<file path="config.mk">
export PLATFORM = sky130hd
export DESIGN_NAME = control_sequencer
export DESIGN_NICKNAME = d
export VERILOG_FILES = /design/src/rtl/sequencer_pkg.sv /design/src/rtl/instr_decoder.sv /design/src/rtl/control_sequencer.sv
export SDC_FILE = /design/constraint.sdc
export NUM_CORES = 1
export LEC_CHECK = 0
export ABC_AREA = 1
export CORE_ASPECT_RATIO = 1.5
export CORE_MARGIN = 4
export CORE_UTILIZATION = 60
export CTS_CLUSTER_SIZE = 8
export DETAILED_ROUTE_END_ITERATION = 10
export DONT_BUFFER_PORTS = 1
export GPL_ROUTABILITY_DRIVEN = 0
export PLACE_DENSITY = 0.87
export SLEW_MARGIN = 10
export SYNTH_ARGS = -nofsm -noshare
export SYNTH_HDL_FRONTEND = slang
export SYNTH_SLANG_ARGS = --single-unit
</file>
<file path="constraint.sdc">
create_clock -name clock_50 -period 3.6 [get_ports clock_50]
set_clock_uncertainty 0.2 [all_clocks]
set_input_delay 0.72 -clock clock_50 [delete_from_list [all_inputs] [get_ports clock_50]]
set_output_delay 0.72 -clock clock_50 [all_outputs]
set_load 0.005 [all_outputs]
</file>
<file path="src/rtl/sequencer_pkg.sv">
// rtl/sequencer_pkg.sv - shared encodings for the control sequencer
//   Instruction classes, ALU function selects, FSM state encoding,
//   instruction field positions, PC action codes and the control word type.
package sequencer_pkg;

  typedef enum logic [2:0] {
    ST_IDLE,
    ST_FETCH,
    ST_LOAD,
    ST_EXEC,
    ST_MEM,
    ST_HALT
  } state_t;

  // Decoder hint for where EXEC goes next.
  typedef enum logic [1:0] {
    NXT_FETCH,
    NXT_MEM,
    NXT_HALT
  } hint_t;

  localparam logic [3:0] CL_NOP  = 4'h0;
  localparam logic [3:0] CL_ADD  = 4'h1;
  localparam logic [3:0] CL_SUB  = 4'h2;
  localparam logic [3:0] CL_AND  = 4'h3;
  localparam logic [3:0] CL_OR   = 4'h4;
  localparam logic [3:0] CL_XOR  = 4'h5;
  localparam logic [3:0] CL_ADDI = 4'h6;
  localparam logic [3:0] CL_LD   = 4'h7;
  localparam logic [3:0] CL_ST   = 4'h8;
  localparam logic [3:0] CL_BZ   = 4'h9;
  localparam logic [3:0] CL_BN   = 4'hA;
  localparam logic [3:0] CL_BC   = 4'hB;
  localparam logic [3:0] CL_JMP  = 4'hC;
  localparam logic [3:0] CL_HALT = 4'hF;

  // FS_PASSA is zero so the idle control word and LD/ST/branch address
  // cycles present the same ALU function.
  localparam logic [4:0] FS_PASSA = 5'b00000;
  localparam logic [4:0] FS_ADD   = 5'b00010;
  localparam logic [4:0] FS_SUB   = 5'b00101;
  localparam logic [4:0] FS_AND   = 5'b01000;
  localparam logic [4:0] FS_OR    = 5'b01010;
  localparam logic [4:0] FS_XOR   = 5'b01100;

  localparam int CLASS_MSB = 15;
  localparam int CLASS_LSB = 12;
  localparam int DA_MSB    = 11;
  localparam int DA_LSB    = 9;
  localparam int AA_MSB    = 8;
  localparam int AA_LSB    = 6;
  localparam int BA_MSB    = 5;
  localparam int BA_LSB    = 3;
  localparam int IMM6_MSB  = 5;
  localparam int IMM12_MSB = 11;

  localparam logic [1:0] PS_HOLD   = 2'b00;
  localparam logic [1:0] PS_INC    = 2'b01;
  localparam logic [1:0] PS_BRANCH = 2'b10;

  typedef struct packed {
    logic [2:0]  aa;
    logic [2:0]  ba;
    logic [2:0]  da;
    logic [4:0]  fs;
    logic [15:0] k;
    logic        cin;
    logic        wr;
    logic        mw;
    logic        ma;
    logic        md;
  } ctrl_t;

  function automatic logic [15:0] sext6(input logic [5:0] v);
    return {{10{v[5]}}, v};
  endfunction

  function automatic logic [15:0] sext12(input logic [11:0] v);
    return {{4{v[11]}}, v};
  endfunction

endpackage

</file>
<file path="src/rtl/instr_decoder.sv">
// rtl/instr_decoder.sv - combinational IR + flags to control word decode
//   ir           : latched instruction
//   zero/neg     : datapath status, sampled during EXEC
//   carry        : stored carry flag
//   exec_ctrl    : control word for the EXEC cycle
//   mem_ctrl     : control word for the LD write-back cycle
//   branch_taken : PC takes pc + 1 + k at the end of EXEC
//   carry_load   : carry flag captures Cout at the end of EXEC
//   next_hint    : successor of EXEC
module instr_decoder
  import sequencer_pkg::*;
(
  input  logic [15:0] ir,
  input  logic        zero,
  input  logic        neg,
  input  logic        carry,
  output ctrl_t       exec_ctrl,
  output ctrl_t       mem_ctrl,
  output logic        branch_taken,
  output logic        carry_load,
  output hint_t       next_hint
);

  logic [3:0] cls;
  logic [2:0] da_f, aa_f, ba_f;

  assign cls  = ir[CLASS_MSB:CLASS_LSB];
  assign da_f = ir[DA_MSB:DA_LSB];
  assign aa_f = ir[AA_MSB:AA_LSB];
  assign ba_f = ir[BA_MSB:BA_LSB];

  always_comb begin
    exec_ctrl    = '0;
    mem_ctrl     = '0;
    branch_taken = 1'b0;
    carry_load   = 1'b0;
    next_hint    = NXT_FETCH;

    exec_ctrl.k = (cls == CL_JMP) ? sext12(ir[IMM12_MSB:0]) : sext6(ir[IMM6_MSB:0]);

    case (cls)
      CL_ADD, CL_SUB, CL_AND, CL_OR, CL_XOR: begin
        exec_ctrl.da = da_f;
        exec_ctrl.aa = aa_f;
        exec_ctrl.ba = ba_f;
        exec_ctrl.wr = 1'b1;
        case (cls)
          CL_ADD:  exec_ctrl.fs = FS_ADD;
          CL_SUB:  exec_ctrl.fs = FS_SUB;
          CL_AND:  exec_ctrl.fs = FS_AND;
          CL_OR:   exec_ctrl.fs = FS_OR;
          default: exec_ctrl.fs = FS_XOR;
        endcase
        exec_ctrl.cin = (cls == CL_SUB);
        carry_load    = (cls == CL_ADD) || (cls == CL_SUB);
      end
      CL_ADDI: begin
        // k occupies the A input, so the source register rides on B.
        exec_ctrl.da = da_f;
        exec_ctrl.ba = aa_f;
        exec_ctrl.ma = 1'b1;
        exec_ctrl.fs = FS_ADD;
        exec_ctrl.wr = 1'b1;
        carry_load   = 1'b1;
      end
      CL_LD: begin
        exec_ctrl.aa = aa_f;
        exec_ctrl.fs = FS_PASSA;
        // Address stays on the ALU while memory data is written back.
        mem_ctrl.aa  = aa_f;
        mem_ctrl.fs  = FS_PASSA;
        mem_ctrl.da  = da_f;
        mem_ctrl.md  = 1'b1;
        mem_ctrl.wr  = 1'b1;
        next_hint    = NXT_MEM;
      end
      CL_ST: begin
        exec_ctrl.aa = aa_f;
        exec_ctrl.ba = ba_f;
        exec_ctrl.fs = FS_PASSA;
        exec_ctrl.mw = 1'b1;
      end
      CL_BZ: begin
        exec_ctrl.aa = aa_f;
        exec_ctrl.fs = FS_PASSA;
        branch_taken = zero;
      end
      CL_BN: begin
        exec_ctrl.aa = aa_f;
        exec_ctrl.fs = FS_PASSA;
        branch_taken = neg;
      end
      CL_BC:   branch_taken = carry;
      CL_JMP:  branch_taken = 1'b1;
      CL_HALT: next_hint    = NXT_HALT;
      default: ;
    endcase
  end

endmodule

</file>
<file path="src/rtl/control_sequencer.sv">
// rtl/control_sequencer.sv - fetch/load/exec sequencer for the 16-bit datapath
//   clock_50, clear    : clock, asynchronous active-low reset
//   run                : start from IDLE
//   instr              : instruction memory data, 1 cycle after pc
//   Cout, zero, neg    : datapath status
//   pc                 : instruction address
//   IR_L               : instruction register load strobe
//   AA/BA/DA/FS/k/Cin/WR/MW/MA/MD : datapath control word
//   PS                 : PC action (00 hold, 01 increment, 10 taken)
//   halted             : HALT reached
module control_sequencer
  import sequencer_pkg::*;
#(
  parameter int              PC_W   = 16,
  parameter logic [PC_W-1:0] RST_PC = '0
) (
  input  logic            clock_50,
  input  logic            clear,
  input  logic            run,
  input  logic [15:0]     instr,
  input  logic            Cout,
  input  logic            zero,
  input  logic            neg,
  output logic [PC_W-1:0] pc,
  output logic            IR_L,
  output logic [2:0]      AA,
  output logic [2:0]      BA,
  output logic [2:0]      DA,
  output logic [4:0]      FS,
  output logic [15:0]     k,
  output logic            Cin,
  output logic            WR,
  output logic            MW,
  output logic            MA,
  output logic            MD,
  output logic [1:0]      PS,
  output logic            halted
);

  state_t          state, state_nxt;
  logic [15:0]     ir;
  logic            carry;
  ctrl_t           exec_ctrl, mem_ctrl, ctrl;
  logic            branch_taken, carry_load;
  hint_t           next_hint;
  logic [PC_W-1:0] k_off;

  instr_decoder u_decoder (
    .ir           (ir),
    .zero         (zero),
    .neg          (neg),
    .carry        (carry),
    .exec_ctrl    (exec_ctrl),
    .mem_ctrl     (mem_ctrl),
    .branch_taken (branch_taken),
    .carry_load   (carry_load),
    .next_hint    (next_hint)
  );

  // Offset sign-extended (or truncated) to the PC width; sums wrap mod 2^PC_W.
  assign k_off = PC_W'($signed(exec_ctrl.k));

  always_ff @(posedge clock_50 or negedge clear) begin
    if (!clear) state <= ST_IDLE;
    else        state <= state_nxt;
  end

  always_ff @(posedge clock_50 or negedge clear) begin
    if (!clear) begin
      pc    <= RST_PC;
      ir    <= '0;
      carry <= 1'b0;
    end else begin
      if (state == ST_LOAD) ir <= instr;
      if (state == ST_EXEC && carry_load) carry <= Cout;
      case (PS)
        PS_INC:    pc <= pc + PC_W'(1);
        PS_BRANCH: pc <= pc + PC_W'(1) + k_off;
        default:   ;
      endcase
    end
  end

  always_comb begin
    state_nxt = state;
    ctrl      = '0;
    PS        = PS_HOLD;
    IR_L      = 1'b0;
    halted    = 1'b0;
    case (state)
      ST_IDLE:  if (run) state_nxt = ST_FETCH;
      ST_FETCH: state_nxt = ST_LOAD;
      ST_LOAD: begin
        IR_L      = 1'b1;
        state_nxt = ST_EXEC;
      end
      ST_EXEC: begin
        ctrl = exec_ctrl;
        case (next_hint)
          NXT_MEM:  state_nxt = ST_MEM;
          NXT_HALT: state_nxt = ST_HALT;
          default:  state_nxt = ST_FETCH;
        endcase
        if (next_hint == NXT_HALT) PS = PS_HOLD;
        else if (branch_taken)     PS = PS_BRANCH;
        else                       PS = PS_INC;
      end
      ST_MEM: begin
        ctrl      = mem_ctrl;
        state_nxt = ST_FETCH;
      end
      ST_HALT:  halted = 1'b1;
      default:  state_nxt = ST_IDLE;
    endcase
  end

  assign AA  = ctrl.aa;
  assign BA  = ctrl.ba;
  assign DA  = ctrl.da;
  assign FS  = ctrl.fs;
  assign k   = ctrl.k;
  assign Cin = ctrl.cin;
  assign WR  = ctrl.wr;
  assign MW  = ctrl.mw;
  assign MA  = ctrl.ma;
  assign MD  = ctrl.md;

endmodule
</file>
==> metrics.txt <==
Num CTS Buffers=5; r2r startpoint=pc[0]; maximum clock rate=about 310 MHz; Fin. Hold Viols=0; Reg-to-Reg End=pc[15]; critical path type=register to primary output; grt ovf=0; Critical Path RT=between 2 and 3 ns; R2R setup slack=roughly 0.41 ns; # rows=31; # diodes=0; worst-skew pair later-pin latency=roughly 0.29 ns; Worst EP arrival=2.27 ns; post-synthesis sequential area ratio=28.8%; CTS Buffer Depth=2; # IOs=77; final period utilization=88.7%; crit end category=primary output; status=completed; I/O Buffers=0; Clk pin slew, worst setup/hold paths=0.07 ns; Final Setup Violations=0; R2R depth=16; Power Dens Cells=965 mW/mm^2; clk sinks=36; DR vias/cell=5.66; Slew headroom=66.6%; initial antenna violation count=0; Synth Flop Type=dfrtp_1; Cells after Synth=455; Worst VDD drop=547 uV; vias=2928; die height=96.4 um; # H-tree levels=2; Post-DRT Antenna Nets=0; warnings from Yosys=0; dpl cells=509; crit start category=register; HPWL after DPL=6.09 mm; Max Cap Violations=0; fraction of layout cells with a size suffix above 1=6.65%; Yosys cell types=43; Worst-Margin Slew=0.499 ns; Pleak=1.69 nW; EDFF count, synth=0; Post-layout nets=493; largest net degree at the start of global routing=37; DIE AREA=0.00645 mm^2; Syn Nets=497; core area=0.00493 mm^2; fin. max-slew vios=0; CTS tree=done; first-pass GRT wire length=12.9 mm; Seq cells post-synth=36; largest incremental delay on the critical path=0.52 ns; Avg Inst Size Synth=6.87 um^2; setup TNS=0 ns; RSZ-0062 raised after global routing=no; 1st-pass router iterations=5; root buf cell=clkbuf_8; initial DRC count=194; area growth from synthesis to layout=3.48%; Die W=66.9 um; vias in the first global route=2946; final wirelength=a little under 8 mm; DRC Markers=0; crit path max-delay cell type=dfrtp_1; initial core utilization=between 60% and 70%; Post CTS Setup Buffer Count=0; ys async rst share=100%; routed length per instance=14.9 um; global-route usage over all layers=25.9%; Finished Layout Cells=517; crit-path cells=inv_2 > nor2_2 > inv_2 > nor2_2 > inv_1 > ha_1 > nor2_8 > inv_4 > nor2_8; critical-path maximum fanout=18; commonest non-fill, non-tap cell in the layout=nand2_1; most frequent cells in the layout=nand2_1 (123), inv_1 (58), nor2_1 (50); final period demand of the worst path=3.19 ns; synthesized area=around 0.0031 mm^2; Hold Path Class=primary input to asynchronous set/reset pin
[layer usage]
layer / GRT usage, % / part of all wire, % / vias to the layer above
li1: - / - / 1459
met1: 28.4 / 39 / 1347
met2: 48.8 / 52 / 109
met3: 6.13 / 7.2 / 13
met4: 7.11 / 1.2 / 0
met5: 0 / 0 / -
[report_power, final]
part	leakage, nW	switching [mW]	internal, mW	total [mW]
clock	0.0410	0.147	0.132	0.278
sequential	0.454	0.223	0.583	0.806
combinational	1.20	1.35	0.681	2.04
total	1.69	1.72	1.40	3.12
[synth_stat cells (3+ instances only)]
| master | count | area (um^2) |
|---|---|---|
| xor2_1 | 18 | 158 |
| o21ai_0 | 26 | 130 |
| inv_1 | 58 | 218 |
| nor2_4 | 3 | 33.8 |
| o211ai_1 | 4 | 30.0 |
| nand2_1 | 123 | 462 |
| a22oi_1 | 3 | 22.5 |
| clkbuf_1 | 5 | 18.8 |
| nand3_1 | 28 | 140 |
| ha_1 | 19 | 238 |
| dfrtp_1 | 36 | 901 |
| o31ai_1 | 3 | 22.5 |
| a21oi_1 | 19 | 95.1 |
| o21ai_1 | 3 | 15.0 |
| nand4_1 | 4 | 25.0 |
| nor2_1 | 50 | 188 |
| nor3_1 | 8 | 40.0 |
| buf_4 | 5 | 37.5 |
| nor4_1 | 3 | 18.8 |
| inv_2 | 4 | 15.0 |
[stage by stage]
step / hold slack, ns / worst slack (ns) / instance area [um^2] / utilization (%) / power (mW)
after floorplan: 0.224 / 0.855 / 3130 / - / 2.43
after global placement: 0.225 / 0.646 / 3140 / 63.7 / 2.75
after detailed placement: 0.225 / 0.506 / 3140 / 63.7 / 2.81
after CTS: 0.0667 / 0.394 / 3230 / 65.7 / 3.11
after global routing: 0.0665 / 0.137 / 3230 / 65.7 / 3.46
final: 0.0561 / 0.408 / 3230 / 65.7 / 3.12
[final cells by class]
| cell class | count | area [um^2] |
|---|---|---|
| Timing Repair Buffer | 2 | 27.5 |
| Clock inverter | 1 | 5.00 |
| Clock buffer | 6 | 72.6 |
| Inverter | 64 | 245 |
| Multi-Input combinational cell | 342 | 1900 |
| Tap cell | 66 | 82.6 |
| Fill cell | 441 | 1690 |
| Sequential cell | 36 | 901 |
[critical path: cells and delay by family (launching register included)]
family,cells,cell delay [ns]
buffers and inverters,4,0.38
adder cells (fa/ha/maj),1,0.26
AND/OR/NAND/NOR,4,0.80
flip-flops,1,0.52
[flip-flops by register name (all words and copies together), names as in the netlist]
register and flops:
carry 1, ir 16, pc 16, state 3
[how the worst max path moves through the flow]
stage / startpoint / cells after the start / end
2_1_floorplan: pc[0] / 16 / pc[15]
3_3_place_gp: pc[0] / 16 / pc[15]
3_5_place_dp: pc[0] / 16 / pc[15]
4_1_cts: ir[14] / 9 / PS[1]
5_1_grt: pc[0] / 16 / pc[15]
6_report: ir[14] / 9 / PS[1]
[cell families (layout without fill, tap and decap cells)]
group	count (synthesis)	after routing	share of synthesized area, %
other	1	1	0.120
buffers and inverters	77	73	10.5
XOR/XNOR	20	20	5.60
AO/OA/AOI/OAI	69	69	13.2
AND/OR/NAND/NOR	231	231	33.0
flip-flops	36	36	28.8
adder cells (fa/ha/maj)	20	20	8.25
multiplexers	1	1	0.480
[timing repair]
item                      CTS  global route
hold buffers                1             0
hold endpoints to repair   36             0
gates resized for setup     0             0
Note: power is estimated with default switching activity, not from simulation.
